`config.mk`:
```
export PLATFORM = sky130hd
export DESIGN_NAME = j1_wb_bridge_flat
export DESIGN_NICKNAME = d
export VERILOG_FILES = /design/src/rtl/j1_wb_bridge_if.sv /design/src/rtl/j1_wb_bridge.sv /design/src/flat_wrapper.sv
export SDC_FILE = /design/constraint.sdc
export NUM_CORES = 1
export LEC_CHECK = 0
export CORE_ASPECT_RATIO = 0.7
export CORE_UTILIZATION = 42
export CTS_CLUSTER_DIAMETER = 40
export CTS_CLUSTER_SIZE = 28
export DETAILED_ROUTE_END_ITERATION = 8
export PLACE_DENSITY = 0.79
export REMOVE_ABC_BUFFERS = 1
export SLEW_MARGIN = 40
export SYNTH_ARGS = -nofsm -noshare
export SYNTH_HDL_FRONTEND = slang
export SYNTH_SLANG_ARGS = --single-unit
export TNS_END_PERCENT = 30
```
`constraint.sdc`:
```
create_clock -name clk -period 2.1 [get_ports clk]
set_input_delay 0.21 -clock clk [delete_from_list [all_inputs] [get_ports clk]]
set_output_delay 0.21 -clock clk [all_outputs]
set_load 0.05 [all_outputs]
```
`src/rtl/j1_wb_bridge_if.sv`:
```
// Wishbone classic-pipelined bus bundle between the J1 I/O bridge (master)
// and the I/O slave.
interface j1_wb_bridge_if #(
  parameter int AW = 16,
  parameter int DW = 16
);
  logic          cyc;
  logic          stb;
  logic          we;
  logic [AW-1:0] adr;
  logic [DW-1:0] dat_o;
  logic [DW-1:0] dat_i;
  logic          ack;
  logic          stall;

  modport master (
    output cyc, stb, we, adr, dat_o,
    input  dat_i, ack, stall
  );

  modport slave (
    input  cyc, stb, we, adr, dat_o,
    output dat_i, ack, stall
  );
endinterface

```
`src/rtl/j1_wb_bridge.sv`:
```
// Turns one J1 I/O read/write into a single Wishbone pipelined cycle, stalling
// the CPU until ack, with an optional timeout that aborts hung cycles.
module j1_wb_bridge #(
  parameter int AW      = 16,
  parameter int DW      = 16,
  parameter int TIMEOUT = 255
) (
  input  logic           clk,
  input  logic           rst,
  input  logic           io_rd,
  input  logic           io_wr,
  input  logic [AW-1:0]  io_addr,
  input  logic [DW-1:0]  io_dout,
  output logic [DW-1:0]  io_din,
  output logic           io_busy,
  output logic           io_err,
  j1_wb_bridge_if.master wb
);

  typedef enum logic [1:0] {
    S_IDLE,
    S_REQ,
    S_WAIT,
    S_DONE
  } state_t;

  localparam int CW = (TIMEOUT > 0) ? $clog2(TIMEOUT + 1) : 1;
  localparam logic [CW-1:0] CNT_LAST = CW'((TIMEOUT > 0) ? TIMEOUT - 1 : 0);

  state_t        r_state;
  logic          r_cyc;
  logic          r_stb;
  logic          r_we;
  logic [AW-1:0] r_adr;
  logic [DW-1:0] r_dat_o;
  logic [DW-1:0] r_din;
  logic          r_err;
  logic [CW-1:0] r_cnt;

  wire w_req    = io_rd | io_wr;
  wire w_expire = (TIMEOUT > 0) && (r_cnt == CNT_LAST);

  // NOTE: every register here uses <= so all state updates read the
  // pre-edge values; the reset branch is synchronous to match the bus reset.
  always_ff @(posedge clk) begin
    if (rst) begin
      r_state <= S_IDLE;
      r_cyc   <= 1'b0;
      r_stb   <= 1'b0;
      r_we    <= 1'b0;
      r_adr   <= '0;
      r_dat_o <= '0;
      r_din   <= '0;
      r_err   <= 1'b0;
      r_cnt   <= '0;
    end else begin
      r_err <= 1'b0;
      if ((r_state == S_REQ || r_state == S_WAIT) && r_cnt != '1)
        r_cnt <= r_cnt + 1'b1;

      case (r_state)
        S_IDLE: begin
          if (w_req) begin
            r_adr   <= io_addr;
            r_dat_o <= io_dout;
            r_we    <= io_wr;  // write wins when both are requested
            r_cnt   <= '0;
            r_cyc   <= 1'b1;
            r_stb   <= 1'b1;
            r_state <= S_REQ;
          end
        end
        S_REQ: begin
          if (w_expire) begin
            r_cyc   <= 1'b0;
            r_stb   <= 1'b0;
            r_err   <= 1'b1;
            if (!r_we) r_din <= '1;
            r_state <= S_DONE;
          end else if (!wb.stall) begin
            r_stb   <= 1'b0;
            r_state <= S_WAIT;
          end
        end
        S_WAIT: begin
          // An ack on the expiry edge still completes the cycle normally.
          if (wb.ack) begin
            r_cyc   <= 1'b0;
            if (!r_we) r_din <= wb.dat_i;
            r_state <= S_DONE;
          end else if (w_expire) begin
            r_cyc   <= 1'b0;
            r_err   <= 1'b1;
            if (!r_we) r_din <= '1;
            r_state <= S_DONE;
          end
        end
        S_DONE: r_state <= S_IDLE;
        default: r_state <= S_IDLE;
      endcase
    end
  end

  assign wb.cyc   = r_cyc;
  assign wb.stb   = r_stb;
  assign wb.we    = r_we;
  assign wb.adr   = r_adr;
  assign wb.dat_o = r_dat_o;
  assign io_din   = r_din;
  assign io_err   = r_err;
  assign io_busy  = ((r_state == S_IDLE) && w_req) ||
                    (r_state == S_REQ) || (r_state == S_WAIT);

endmodule

```
`src/flat_wrapper.sv`:
```
// flat-port wrapper written by rule: the top's interface ports become plain ports
module j1_wb_bridge_flat 
#(
  parameter int AW      = 16,
  parameter int DW      = 16,
  parameter int TIMEOUT = 255
)
  (clk, rst, io_rd, io_wr, io_addr, io_dout, io_din, io_busy, io_err, wb_cyc, wb_stb, wb_we, wb_adr, wb_dat_o, wb_dat_i, wb_ack, wb_stall);
  j1_wb_bridge_if #(.AW(AW), .DW(DW)) wb_i ();
  input  logic clk;
  input  logic rst;
  input  logic io_rd;
  input  logic io_wr;
  input  logic [AW-1:0] io_addr;
  input  logic [DW-1:0] io_dout;
  output logic [DW-1:0] io_din;
  output logic io_busy;
  output logic io_err;
  output wire logic [$bits(wb_i.cyc)-1:0] wb_cyc;
  output wire logic [$bits(wb_i.stb)-1:0] wb_stb;
  output wire logic [$bits(wb_i.we)-1:0] wb_we;
  output wire logic [$bits(wb_i.adr)-1:0] wb_adr;
  output wire logic [$bits(wb_i.dat_o)-1:0] wb_dat_o;
  input wire logic [$bits(wb_i.dat_i)-1:0] wb_dat_i;
  input wire logic [$bits(wb_i.ack)-1:0] wb_ack;
  input wire logic [$bits(wb_i.stall)-1:0] wb_stall;
  assign wb_cyc = wb_i.cyc;
  assign wb_stb = wb_i.stb;
  assign wb_we = wb_i.we;
  assign wb_adr = wb_i.adr;
  assign wb_dat_o = wb_i.dat_o;
  assign wb_i.dat_i = wb_dat_i;
  assign wb_i.ack = wb_ack;
  assign wb_i.stall = wb_stall;
  j1_wb_bridge #(.AW(AW), .DW(DW), .TIMEOUT(TIMEOUT)) u_core (.clk(clk), .rst(rst), .io_rd(io_rd), .io_wr(io_wr), .io_addr(io_addr), .io_dout(io_dout), .io_din(io_din), .io_busy(io_busy), .io_err(io_err), .wb(wb_i));
endmodule
```
=== Word level (Yosys, flattened, before mapping) ===
Cells that the tools add are included.

* Bitwise logic cells: 1
* Reductions and logical operators: 14
* Eq/ne operators: 9
* Multiplexer cells: 24
* Add/subtract/negate cells: 1

{| class="wikitable"
|+ Operator list
! operator !! number
|-
| $mux W16 || 4
|-
| $pmux W16 S2 || 1
|-
| $mux W8 || 3
|-
| $mux W2 || 5
|-
| $add A8 B1 Y8 const B || 1
|-
| $eq A8 B8 Y1 const B || 1
|-
| $ne A8 B8 Y1 const B || 1
|-
| $pmux W2 S4 || 1
|-
| $mux W1 || 7
|-
| $ne A3 B2 Y1 const B || 2
|-
| $reduce_and A2 Y1 || 3
|-
| $reduce_and A3 Y1 || 2
|-
| $eq A2 B2 Y1 const B || 2
|-
| $pmux W1 S2 || 2
|-
| $reduce_bool A2 Y1 || 2
|-
| $logic_or A1 B1 Y1 || 3
|-
| $ne A3 B3 Y1 const B || 1
|-
| $pmux W1 S3 || 1
|-
| $reduce_bool A3 Y1 || 1
|-
| $eq A2 B1 Y1 const B || 1
|-
| $logic_and A1 B1 Y1 || 2
|-
| $logic_not A2 Y1 || 1
|-
| $ne A2 B1 Y1 const B || 1
|-
| $or A1 B1 Y1 || 1
|}

* Input port bits: 54
* Word-level logic and storage cells: 58
* Output and inout bits: 53
* Bits in registers: 62

=== Depth between registers and ports, before layout ===
Gate-level depths: netlist of run 1.

* Depth in word-level cells: 6
* Mapped depth: 7
* Mapped depth without buffers: 6

=== Least setup slack after synthesis of run 1 ===
No wires, ideal clock.

* Path kind: flip-flop to flip-flop
* From: register u_core.r_state[0]
* To: register u_core.r_din[0], in the netlist u_core.io_din[0]
* Cell stages (with the launch flop): 8
* Buffers on the path: 1
* Arrival: 1.725 ns
* Setup slack: 0.294 ns
* Required time: 2.020 ns
* Setup time: 0.080 ns
* Period minus slack after synthesis: 1.806 ns
* Cell sequence: dfxtp_1 > inv_1 > ha_1 > and2b_2 > nand2_1 > clkbuf_1 > nor2_1 > a211oi_2

* Cells in the longest elaborated chain, start to end: 3
* Elaborated cells between the ends (all ways): 6
* Classes of those cells: eq/ne: 3; mux: 1; reduce/logical: 2

{| class="wikitable"
|+ RTL lines
! element !! RTL line !! RTL
|-
| start, declared || j1_wb_bridge.sv:30 || <nowiki>state_t r_state;</nowiki>
|-
| start signal, assigned || j1_wb_bridge.sv:47 || <nowiki>r_state <= S_IDLE;</nowiki>
|-
| start signal, assigned || j1_wb_bridge.sv:70 || <nowiki>r_state <= S_REQ;</nowiki>
|-
| start signal, assigned || j1_wb_bridge.sv:79 || <nowiki>r_state <= S_DONE;</nowiki>
|-
| $eq A2 B2 Y1 / $eq A2 B1 Y1 (equally long branches) || j1_wb_bridge.sv:61 || <nowiki>case (r_state)</nowiki>
|-
| $ne A3 B3 Y1 (no source line) / $reduce_bool A2 Y1 (equally long branches) || -- ||
|-
| $reduce_and A2 Y1 (no source line) || -- ||
|-
| end signal, assigned || j1_wb_bridge.sv:89 || <nowiki>if (!r_we) r_din <= wb.dat_i;</nowiki>
|-
| end, declared || j1_wb_bridge.sv:36 || <nowiki>logic [DW-1:0] r_din;</nowiki>
|}

Parallel ways exist; a longest one is shown, timed or not.
A chain may end at the register's enable or synchronous reset.

=== Final worst setup path of run 1 ===
* From: register u_core.r_state[1]
* To: output port io_busy

* Cells in the longest elaborated chain, start to end: 4
* Elaborated cells between the ends (all ways): 6
* Classes of those cells: eq/ne: 2; reduce/logical: 4

{| class="wikitable"
|+ RTL lines
! element !! RTL line !! RTL
|-
| $logic_not A2 Y1 || j1_wb_bridge.sv:111 || <nowiki>assign io_busy = ((r_state == S_IDLE) && w_req) ||</nowiki>
|-
| $logic_and A1 B1 Y1 || j1_wb_bridge.sv:111 ||
|-
| $logic_or A1 B1 Y1 || j1_wb_bridge.sv:111 ||
|-
| $logic_or A1 B1 Y1 (*) || j1_wb_bridge.sv:112 || <nowiki>(r_state == S_REQ) || (r_state == S_WAIT);</nowiki>
|-
| end, declared || flat_wrapper.sv:17 || <nowiki>output logic io_busy;</nowiki>
|}

Every way passes the cells marked *; elsewhere a longest branch is shown, timed or not.

==> results.py, run 1 <==
metrics = {
    "cells_and_area": {
        "final_cell_mix": "clkdlybuf4s50_1, nand2_1, dfxtp_1",
        "finalNonFillerCells": 494,
        "area_growth_pct": 52.7,
        "layout-drive-gt1-share_pct": 9.31,
        "diodes": 0,
        "fillerInstances": 472,
        "design_area_mm2": 0.00390,
        "fin_util_pct": 67.4,
        "fin_nets": 475,
        "layout_commonest_cell": "clkdlybuf4s50_1",
    },
    "pwr": {
        "p_int_w": 0.00295,
        "power.share.clock_pct": 22.6,
        "p_per_area_mw_per_mm2": 1290,
        "pwr-share-comb_pct": 46.6,
        "pwr-share-seq_pct": 30.8,
        "p_sw_w": 0.00208,
        "swShare_pct": 41.4,
        "power_leakage_nw": 1.46,
        "vdd_drop_max_mv": 0.546,
    },
    "clock_tree": {
        "numCtsBuffers": 9,
        "clk_pin_slew_ns": 0.07,
        "clk_path_buf_depth": 2,
        "cts_tree": "done",
        "cts_num_sinks": 62,
        "cts_hold_buf": 0,
        "h-tree-depth": 3,
        "insertion_delay_ns": 0.34,
        "cts_root_buf": "clkbuf_8",
    },
    "timing": {
        "fin_crit_sh_pct": 94.1,
        "hold_viol_final": 0,
        "rsz0062_at_grt": "false",
        "hold_slack_ns": 0.194,
        "finalSetupViolations": 0,
        "period_minus_slack_ns": 1.98,
        "slew_viol_final": 0,
        "tightest_slew_ns": 0.586,
        "finalSetupTns_ns": 0,
        "fmax_ghz": 0.506,
        "slew_headroom_pct": 61.0,
        "skew_ns": 0.00985,
    },
    "grt": {
        "antenna_found_initial": 0,
        "overflow": 0,
        "grt_pass1_vias": 2148,
        "grt_pass1_wl_um": 9710,
        "grt_max_degree": 51,
        "gr-usage-all-layers_pct": 20.4,
    },
    "synth": {
        "ys_types": 37,
        "synth_area_leaders": "dfxtp_1, nand2_1, a21oi_1",
        "synth_top_area_cell": "dfxtp_1",
        "synthMuxAreaShare_pct": 0.392,
        "syn_inst": 307,
        "ys_seq_area_share_pct": 48.6,
        "syn_avg_cell_area_um2": 8.31,
        "synth-compound-area-share_pct": 18.6,
        "synth_fa_ha_area_share_pct": 3.43,
        "yosysWarnings": 0,
        "synth_top_area_share_pct": 48.6,
        "synth_xor_area_share_pct": 1.72,
        "ys_ff_latch": 62,
        "ys.flop_type": "dfxtp_1",
        "synth-async-reset-ratio_pct": 0,
        "synth_simple_gate_area_share_pct": 20.8,
        "synth_top_family_by_area": "simple AND/OR/NAND/NOR gates",
        "synth_area_mm2": 0.00255,
        "synth_edf_count": 0,
    },
    "placement": {
        "port_buffers": 106,
        "dp_hpwl_um": 4530,
        "placed_area_mm2": 0.00368,
        "dp_cells": 478,
        "gp_congestion": 0.863,
    },
    "floorplan": {
        "core_mm2": 0.00578,
        "die_width_um": 95.2,
        "dieArea_mm2": 0.00640,
        "die_h_um": 67.2,
        "initial_core_util_pct": 44.1,
        "rows": 23,
        "io_pins": 107,
    },
    "setup_path": {
        "arrival_ns": 1.77,
        "cp_data_required_time_ns": 1.89,
        "crit_chain": "inv_1 > ha_1 > o21a_1 > or3_1 > buf_12",
        "crit_type": "flop to output pin",
        "worstReg2RegStart": "u_core.r_state[1]",
        "cp-end-kind": "output pin",
        "max_stage_delay_ns": 0.40,
        "critPathLaunchType": "flop",
        "critPathLaunch": "u_core.r_state[1]",
        "slowest_stage": "dfxtp_1",
        "crit_fanout": 5,
        "r2r_slack_ns": 0.31,
    },
    "drt": {
        "antenna_left": 0,
        "dr.pass1.iters": 4,
        "route.detailed.drc": 0,
        "routed-via-count": 2400,
        "postRouteWirelength_um": 6400,
        "post_drt_wl_per_cell_um": 13.0,
        "drtIter0Drc": 104,
        "vias_per_cell": 4.86,
    },
    "hold_path": {
        "hp-class": "input port to flop",
        "hp-start": "rst",
    },
    "run": {
        "maxCapViolations": 0,
    },
    "run_status": {
        "status": "finished clean",
    },
}
-- timing repair --
item                       CTS  global route
buffers inserted             0             0
resized for setup            0             1
setup endpoints to repair    0             1
-- synth_stat cells (2+ instances only) --
cell type and instances:
a211oi_2 10, dfxtp_1 62, nor3_1 2, buf_6 2
and2_1 2, nor3b_1 2, nand3_1 2, nor2_1 28
o21ai_0 2, inv_1 22, clkbuf_1 9, a31oi_1 2
xnor2_1 5, buf_2 4, ha_1 7, a21oi_1 36
nand4_1 2, a211oi_1 9, or3_1 2, and3_1 2
o21a_1 2, nand2_1 78
-- critical path: cells and delay by family (launching register included) --
family	cells	cell delay (ns)
DFF	1	0.40
and+or+nand+nor	1	0.36
buffers and inverters	2	0.27
AOI/OAI and AO/OA	1	0.14
adders and majority gates	1	0.25
-- final timing paths --
kind         cells past startpoint                end
max                              5            io_busy
min                              2  u_core.r_state[0]
max reg2reg                      7   u_core.io_din[9]
min reg2reg                      2   u_core.wb.adr[0]
-- registers in the layout, indices dropped and copies added, names as in the netlist --
register and flops:
u_core.r_cnt 8, u_core.wb.cyc 1, u_core.wb.stb 1, u_core.wb.dat_o 16
u_core.wb.we 1, u_core.r_state 2, u_core.io_din 16, u_core.io_err 1
u_core.wb.adr 16
-- power by group through the flow --
stage,sequential [W],clock [W],combinational [W]
after CTS,0.00155,0.00116,0.00236
after detailed placement,0.00157,0,0.00235
after global placement,0.00156,0,0.00231
final,0.00155,0.00114,0.00234
after floorplan,0.00223,0,0.000829
after global routing,0.00158,0.00122,0.00252
-- stage by stage --
step                power (W)  setup WS (ns)
finish                0.00503          0.125
global route          0.00533         0.0178
CTS                   0.00507         0.0736
detailed placement    0.00392          0.311
global placement      0.00387          0.433
floorplan             0.00306        -0.0852
-- cells by family after synthesis --
family | count (synthesis)
AND/OR/NAND/NOR | 126
AO/OA/AOI/OAI | 68
flip-flops | 62
buffers and inverters | 38
adder cells (fa/ha/maj) | 7
XOR/XNOR | 5
multiplexers | 1
-- per-layer routing --
layer  vias to the layer above  share of wire, %  global-route usage (%)
li1                       1229                 -                       -
met1                      1085                43                    23.3
met2                        78                46                    33.1
met3                         8               8.8                    8.78
met4                         0               1.9                    9.85
met5                         -                 0                       0
-- area by class of cell --
cell class | count | area [um^2] | area share [%]
Multi-Input combinational cell | 207 | 1150 | 29.6
Timing Repair Buffer | 112 | 1110 | 28.5
Sequential cell | 62 | 1240 | 31.9
Clock inverter | 4 | 70.1 | 1.80
Inverter | 22 | 82.6 | 2.12
Tap cell | 75 | 93.8 | 2.41
Clock buffer | 12 | 145 | 3.72
Note: power is estimated with default switching activity, not from simulation.
==> run 2: changes to the inputs <==
--- a/config.mk
+++ b/config.mk
@@ -8,10 +8,11 @@
 export CORE_ASPECT_RATIO = 0.7
 export CORE_UTILIZATION = 42
 export CTS_CLUSTER_DIAMETER = 40
-export CTS_CLUSTER_SIZE = 28
+export CTS_CLUSTER_SIZE = 20
 export DETAILED_ROUTE_END_ITERATION = 8
 export PLACE_DENSITY = 0.79
 export REMOVE_ABC_BUFFERS = 1
+export SETUP_SLACK_MARGIN = 0.3
 export SLEW_MARGIN = 40
 export SYNTH_ARGS = -nofsm -noshare
 export SYNTH_HDL_FRONTEND = slang
==> run 2 against run 1 <==
  * Combinational power up 7%
  * Clock power about the same
  * Global-route usage up 0.19 points
  * Highest routed layer unchanged
==> results.py, run 2 (synthesized netlist as in run 1, its figures left out) <==
metrics = {
    "floorplan": {
        "dieArea_mm2": 0.00640,
        "rows": 23,
        "io_pins": 107,
        "initial_core_util_pct": 44.1,
        "core_mm2": 0.00578,
        "die_width_um": 95.2,
        "die_h_um": 67.2,
    },
    "grt": {
        "gr-usage-all-layers_pct": 20.6,
        "grt_pass1_vias": 2128,
        "grt_pass1_wl_um": 9780,
        "overflow": 0,
        "antenna_found_initial": 0,
        "grt_max_degree": 51,
    },
    "pwr": {
        "power_leakage_nw": 1.49,
        "vdd_drop_max_mv": 0.544,
        "p_per_area_mw_per_mm2": 1310,
    },
    "drt": {
        "route.detailed.drc": 0,
        "vias_per_cell": 4.90,
        "dr.pass1.iters": 4,
        "post_drt_wl_per_cell_um": 13.3,
        "drtIter0Drc": 102,
        "antenna_left": 0,
        "routed-via-count": 2439,
        "postRouteWirelength_um": 6630,
    },
    "cells_and_area": {
        "fin_nets": 479,
        "fillerInstances": 456,
        "layout_commonest_cell": "clkdlybuf4s50_1",
        "diodes": 0,
        "design_area_mm2": 0.00397,
        "layout-drive-gt1-share_pct": 11.8,
        "final_cell_mix": "clkdlybuf4s50_1, nand2_1, dfxtp_1",
        "area_growth_pct": 55.4,
    },
    "setup_path": {
        "critPathLaunchType": "flop",
        "crit_type": "flop to output pin",
        "arrival_ns": 1.56,
        "r2r_slack_ns": 0.44,
        "crit_chain": "buf_4 > ha_4 > or3_4 > buf_12",
        "cp_data_required_time_ns": 1.89,
        "crit_fanout": 6,
        "worstReg2RegStart": "u_core.r_state[1]",
        "slowest_stage": "or3_4",
        "r2r_end": "u_core.io_din[9]",
        "r2r_cells": 5,
        "max_stage_delay_ns": 0.38,
        "cp-end-kind": "output pin",
    },
    "hold_path": {
        "hold_path_depth": 2,
        "hp-class": "input port to flop",
        "hp-start": "rst",
        "min_to": "u_core.r_state[0]",
    },
    "placement": {
        "placed_area_mm2": 0.00368,
        "gp_congestion": 0.863,
        "dp_hpwl_um": 4530,
        "port_buffers": 106,
        "place_ws_ns": 0.311,
    },
    "clock_tree": {
        "numCtsBuffers": 9,
        "clk_path_buf_depth": 2,
        "cts_hold_buf": 0,
        "cts_num_sinks": 62,
        "h-tree-depth": 3,
        "clk_pin_slew_ns": 0.07,
        "cts_root_buf": "clkbuf_8",
        "cts_tree": "done",
        "insertion_delay_ns": 0.34,
    },
    "timing": {
        "layout_setup_ws_ns": 0.327,
        "skew_ns": 0.00947,
        "slew_viol_final": 0,
        "period_minus_slack_ns": 1.77,
        "rsz0062_at_grt": "true",
        "finalSetupViolations": 0,
        "tightest_slew_ns": 0.600,
        "slew_headroom_pct": 60.0,
        "fin_crit_sh_pct": 84.4,
        "hold_viol_final": 0,
        "fmax_ghz": 0.564,
    },
    "run_status": {
        "status": "finished clean",
    },
    "run": {
        "maxCapViolations": 0,
    },
}
-- run 2: cell count changes in the layout (fill, tap and decap cells not counted), moves of 2 or more --
cell,delta
inv_1,-2
ha_1,-3
ha_4,+2
buf_4,+4
-- run 2: worst max-delay path by stage --
| stage | endpoint | slack, ns | cells past startpoint | from |
|---|---|---|---|---|
| floorplan | u_core.r_cnt[1] | -0.09 | 5 | u_core.r_state[0] |
| global placement | u_core.r_cnt[5] | 0.43 | 6 | u_core.r_state[1] |
| global route | io_busy | 0.28 | 5 | u_core.r_state[0] |
| finish | io_busy | 0.33 | 4 | u_core.r_state[0] |
| CTS | io_busy | 0.32 | 4 | u_core.r_state[0] |
| detailed placement | u_core.io_din[9] | 0.31 | 7 | u_core.r_state[0] |
-- run 2: layer usage --
metal | track usage (%) | part of all wire [%]
met2 | 33.2 | 46
met5 | 0 | 0
met3 | 8.78 | 8.9
met1 | 23.9 | 43
met4 | 9.66 | 2.1
-- run 2: worst max-delay path: cells and delay by family (launching register included) --
| family | cells | cell delay (ns) |
|---|---|---|
| buffers and inverters | 2 | 0.31 |
| adders and majority gates | 1 | 0.17 |
| DFF | 1 | 0.36 |
| and+or+nand+nor | 1 | 0.38 |
-- run 2: layout make-up --
class / count / area (um^2) / area share [%]
Clock buffer: 12 / 145 / 3.66
Clock inverter: 4 / 70.1 / 1.77
Inverter: 22 / 85.1 / 2.15
Multi-Input combinational cell: 207 / 1180 / 29.9
Sequential cell: 62 / 1250 / 31.4
Tap cell: 75 / 93.8 / 2.37
Timing Repair Buffer: 116 / 1140 / 28.8
-- run 2: power by group --
group / internal (W) / switching (W)
registers: 0.00142 / 0.000134
logic: 0.000944 / 0.00156
clock network: 0.000697 / 0.000443
total: 0.00306 / 0.00213
-- run 2: timing repair --
item | CTS | global route
endpoints found under the setup margin | 3 | 3
hold endpoints to repair | 0 | 0
cloned | 0 | 0
resized for setup | 7 | 5
setup buffers | 3 | 1
-- run 2: through the flow --
stage | TNS [ns] | total power, W | std cells | hold WS, ns | utilization, %
2_1_floorplan | -0.111 | 0.00306 | 291 | 0.275 | -
3_3_place_gp | 0 | 0.00387 | 478 | 0.440 | 63.6
3_5_place_dp | 0 | 0.00392 | 478 | 0.444 | 63.6
4_1_cts | 0 | 0.00517 | 497 | 0.172 | 68.1
5_1_grt | 0 | 0.00548 | 498 | 0.165 | 68.6
6_report | 0 | 0.00519 | 498 | 0.181 | 68.6
